File: src/rtl/pc_gen.sv
// pc_gen: program-counter generator for the fetch stage.
//
// Holds the fetch PC and selects the next one each cycle. Redirects take
// priority over stall, highest first: trap entry, trap return, taken branch.
// A taken branch to a misaligned target is turned into a trap entry.
// Otherwise the PC holds on stall, or advances by 4 and wraps at 2^XLEN.
//
// Ports:
//   clk           in   rising-edge clock
//   rst           in   synchronous active-high reset
//   stall         in   hold PC
//   branch_taken  in   redirect to branch_target
//   branch_target in   [XLEN] branch/jump target
//   trap          in   exception/interrupt entry request
//   trap_ret      in   return-from-trap request
//   pc            out  [XLEN] current fetch address
//   pc_plus4      out  [XLEN] pc + 4, combinational
//   epc           out  [XLEN] saved exception PC
//   misaligned    out  one-cycle pulse after a misaligned taken branch
//   flush         out  one-cycle pulse after any redirect
module pc_gen #(
    parameter int unsigned           XLEN         = 32,
    parameter logic [XLEN-1:0]       RESET_VECTOR = '0,
    parameter logic [XLEN-1:0]       TRAP_VECTOR  = XLEN'(32'h0000_0100)
) (
    input  logic            clk,
    input  logic            rst,
    input  logic            stall,
    input  logic            branch_taken,
    input  logic [XLEN-1:0] branch_target,
    input  logic            trap,
    input  logic            trap_ret,
    output logic [XLEN-1:0] pc,
    output logic [XLEN-1:0] pc_plus4,
    output logic [XLEN-1:0] epc,
    output logic            misaligned,
    output logic            flush
);

    typedef enum logic [2:0] {
        SEL_SEQ,
        SEL_HOLD,
        SEL_TRAP,
        SEL_TRET,
        SEL_BRANCH,
        SEL_MISALIGN
    } sel_e;

    sel_e            sel;
    logic [XLEN-1:0] pc_q, pc_d;
    logic [XLEN-1:0] epc_q, epc_d;
    logic            misaligned_q, misaligned_d;
    logic            flush_q, flush_d;
    logic [XLEN-1:0] pc_inc;

    // Natural XLEN-bit addition drops the carry, giving the modulo wrap.
    assign pc_inc = pc_q + XLEN'(4);

    // Priority select of the next-PC source.
    always_comb begin
        sel = SEL_SEQ;
        if (trap) begin
            sel = SEL_TRAP;
        end else if (trap_ret) begin
            sel = SEL_TRET;
        end else if (branch_taken) begin
            sel = (branch_target[1:0] == 2'b00) ? SEL_BRANCH : SEL_MISALIGN;
        end else if (stall) begin
            sel = SEL_HOLD;
        end
    end

    always_comb begin
        pc_d         = pc_inc;
        epc_d        = epc_q;
        misaligned_d = 1'b0;
        flush_d      = 1'b0;
        unique case (sel)
            SEL_TRAP: begin
                pc_d    = TRAP_VECTOR;
                epc_d   = pc_q;
                flush_d = 1'b1;
            end
            SEL_TRET: begin
                pc_d    = epc_q;
                flush_d = 1'b1;
            end
            SEL_BRANCH: begin
                pc_d    = branch_target;
                flush_d = 1'b1;
            end
            // Misaligned target behaves as an internal trap; target dropped.
            SEL_MISALIGN: begin
                pc_d         = TRAP_VECTOR;
                epc_d        = pc_q;
                misaligned_d = 1'b1;
                flush_d      = 1'b1;
            end
            SEL_HOLD: begin
                pc_d = pc_q;
            end
            default: begin
                pc_d = pc_inc;
            end
        endcase
    end

    always_ff @(posedge clk) begin
        if (rst) begin
            pc_q         <= RESET_VECTOR;
            epc_q        <= '0;
            misaligned_q <= 1'b0;
            flush_q      <= 1'b0;
        end else begin
            pc_q         <= pc_d;
            epc_q        <= epc_d;
            misaligned_q <= misaligned_d;
            flush_q      <= flush_d;
        end
    end

    assign pc         = pc_q;
    assign pc_plus4   = pc_inc;
    assign epc        = epc_q;
    assign misaligned = misaligned_q;
    assign flush      = flush_q;

endmodule
File: config.mk
export PLATFORM = sky130hd
export DESIGN_NAME = pc_gen
export DESIGN_NICKNAME = d
export VERILOG_FILES = /design/src/rtl/pc_gen.sv
export SDC_FILE = /design/constraint.sdc
export NUM_CORES = 1
export LEC_CHECK = 0
export ABC_AREA = 1
export BUFFER_PORTS_ARGS = -buffer_cell sky130_fd_sc_hd__buf_4
export CAP_MARGIN = 10
export CORE_UTILIZATION = 40
export CTS_CLUSTER_DIAMETER = 50
export DETAILED_ROUTE_END_ITERATION = 16
export GPL_TIMING_DRIVEN = 0
export PLACE_DENSITY = 0.67
export SLEW_MARGIN = 10
export SYNTH_ARGS = -nofsm -noshare
export SYNTH_HDL_FRONTEND = slang
export SYNTH_SLANG_ARGS = --single-unit
export TNS_END_PERCENT = 1
File: constraint.sdc
create_clock -name clk -period 1.7 [get_ports clk]
set_clock_uncertainty 0.05 [all_clocks]
set_input_delay 0.34 -clock clk [delete_from_list [all_inputs] [get_ports clk]]
set_output_delay 0.34 -clock clk [all_outputs]
set_load 0.005 [all_outputs]
==> reports/qor.txt <==
Top-count cell post-synth: nand2_1
I/O Pins: 136
Layout cell share with drive strength beyond 1: 37.21%
RSZ-0062 raised after global routing: yes
PortBufs: 135
Worst r2r dst: pc[20]
Run status: finished with violations
Vias in the first global route: 4153
Starting Density: 41.35%
P&R area growth vs syn: 51.04%
Top delay family on crit path: simple AND/OR/NAND/NOR gates
CTS Hold Buffers Added: 0
Routed Antenna Nets: 0
VDD IR max: 0.0004259 V
Sequential share of power: 45.2%
Crit-path max FO: 5
Worst Hold Depth: 2
Normalized max-slew margin: 39.83%
Top FF cell, synth: dfxtp_1
Syn avg cell area: 6.326 um^2
Seq/Total Area, Yosys: 36.64%
Core area: 8721 um^2
All-Layer GR Usage: 31.13%
Seq cells post-synth: 66
Area of the multi-input gates: 2308 um^2
Post-route clock period utilization: 124.0%
Violated checks: setup timing
Leakage power: 2.462 nW
Power Density: 683.4 nW/um^2
Tot Pwr: 3.722 mW
Gate Count Post-Synth: 570
Fmax: 474.4 MHz
Worst hold path type: input port to flop
Post-Route WL: 14770 um
Yosys top cell by area: dfxtp_1
DR iter-0 viols: 305
Nets: 765
Fillers: 807
EDFF count, synth: 0
GRT overflow: 0
TritonCTS Buffers: 9
Uppermost layer routed: met4
WL met1: 6000 um
Max Slew Vio Count: 0
Worst-path cell chain: ha_4 -> nand3_4 -> nor2_4 -> nand3_4 -> inv_2 -> nand2_1 -> nand2_1 -> nand2_2 -> buf_6
Clock Sinks: 66
Sw Ratio: 28.26%
Die width: 96.95 um
Req. time, crit path: 1310 ps
WS Path Type: flop to output port
Pre-CTS setup slack: -448.7 ps
Critical path buffers and inverters: 2
Total negative slack: -8581 ps
Yosys cell types: 30
Synth area leaders: dfxtp_1, nand2_1, nor2_1
Clk pwr share: 40.5%
Commonest cells post-synth: nand2_1, nor2_1, dfxtp_1, a21oi_1, o21ai_0
Post-synth top area share: 36.64%
Drt first pass iters: 5
Worst setup margin: -408.0 ps
WL met2: 6989 um
H-tree levels: 3
Synth warnings: 0
Vias: 4481
Syn Nets: 609
Root Buffer: clkbuf_8
CTS tree: done
Number of remaining DRC errors: 0
Post-synth ARST share: 0%
Reg2Reg Depth: 10
Die area: 9398 um^2
Routed wl met3: 1304 um
Arr. time, crit path: 1720 ps
Pint: 2.670 mW
Ant diodes: 0
Final instance area: 5446 um^2
Slowest cell on the critical path: dfxtp_4
Setup crit start kind: flop
Max Cap Viol: 0
Vias per inst: 5.341
Hold EP: flush
Hold_ws: 112.0 ps
Combinational Power Share: 14.3%
DR WL/cell: 17.60 um
First-pass GRT wire length: 22490 um
Final Hold Vio Count: 0
Cell Area, Placed: 4755 um^2
RR Startpoint: pc[2]
Skew-Pair Late Insertion Delay: 360 ps
Reg clk slew, reported paths: 80 ps
Final Setup Violations: 28
Worst slew pin tran: 902.5 ps
Period minus WS final: 2108 ps
Site row count: 34
Initial antenna violation count: 0
Final HPWL DP: 10470 um
Flop2flop setup slack: 150 ps
Largest net degree at the start of global routing: 13
Die height: 96.95 um
HP Start: rst
Max incr delay on CP: 390 ps
Gpl congestion: 0.9302
Psw: 1.052 mW
Seq. cell area: 1404 um^2
Clock Path Buffers: 2
Synthesized cell area: 3606 um^2
Crit. End Element: output port
-- cells in the final DEF, fill, tap and decap left out, types with 6 or more instances in the layout --
cell type	instances
inv_1	39
nand2_2	16
nand2_1	164
nand2_4	7
a31oi_1	9
dfxtp_2	6
nor2_2	16
buf_4	149
xor2_2	7
clkbuf_8	9
nor2_4	13
dfxtp_4	20
dfxtp_1	40
o21ai_0	49
clkbuf_1	8
a22oi_1	8
a21oi_1	50
nand3_1	16
nor2_1	57
-- stage by stage --
stage               utilization, %  cells
floorplan                        -    570
global placement             54.52    813
detailed placement           54.52    813
CTS                          61.52    839
global route                 62.45    839
finish                       62.45    839
-- layout make-up --
type	count	share of cell area, %
multi-input combinational	437	42.38
sequential	66	25.78
timing repair buffer	145	20.06
inverter	42	3.009
tap	108	2.481
buffer	25	2.297
clock buffer	9	2.274
clock inverter	7	1.723
-- layer usage --
layer | track usage [%] | vias to the layer above
met5 | 0 | -
met4 | 13.55 | 0
met3 | 5.636 | 36
met2 | 50.33 | 232
met1 | 40.49 | 2070
li1 | - | 2143
-- power groups by stage --
stage | logic [mW] | registers (mW) | clock network (mW)
after floorplan | 0.205 | 1.72 | 0
after global placement | 0.500 | 1.73 | 0
after detailed placement | 0.508 | 1.73 | 0
after CTS | 0.519 | 1.68 | 1.51
after global routing | 0.573 | 1.69 | 1.58
final | 0.532 | 1.68 | 1.51
-- how the worst max path moves through the flow --
| stage | from | endpoint | slack [ps] | cells past startpoint |
|---|---|---|---|---|
| after floorplan | pc[2] | pc_plus4[18] | 40 | 6 |
| after global placement | trap | pc[13] | -400 | 7 |
| after detailed placement | trap | pc[14] | -450 | 7 |
| after CTS | pc[3] | pc_plus4[22] | -390 | 8 |
| after global routing | pc[2] | pc_plus4[20] | -470 | 9 |
| final | pc[2] | pc_plus4[20] | -410 | 9 |
-- state kept, by name (all words and copies together) (netlist names) --
signal,count
epc,32
flush,1
misaligned,1
pc,32
-- kinds of logic after synthesis --
| group | after synthesis | share of synthesized area, % |
|---|---|---|
| AND/OR/NAND/NOR | 302 | 34.14 |
| buffers and inverters | 67 | 7.668 |
| XOR/XNOR | 13 | 3.366 |
| AO/OA/AOI/OAI | 121 | 17.83 |
| flip-flops | 66 | 36.64 |
| adder cells (fa/ha/maj) | 1 | 0.3469 |
-- repair_timing --
action                     4_1_cts  5_1_grt
buffers inserted                10        0
gates cloned                     0        0
pin swaps                       18        9
gates resized for setup        106       26
setup endpoints to repair       47       60
-- worst reg2reg max path, cell delays in order (launching register included) --
cell and delay, ps:
dfxtp_4 390, ha_4 160, nand3_4 90, nor2_4 210, nand3_4 130, inv_2 80
nand2_1 50, nand2_1 60, nand2_2 70, o21ai_1 110, inv_1 40
No activity file was read; power rests on OpenSTA's default activity.
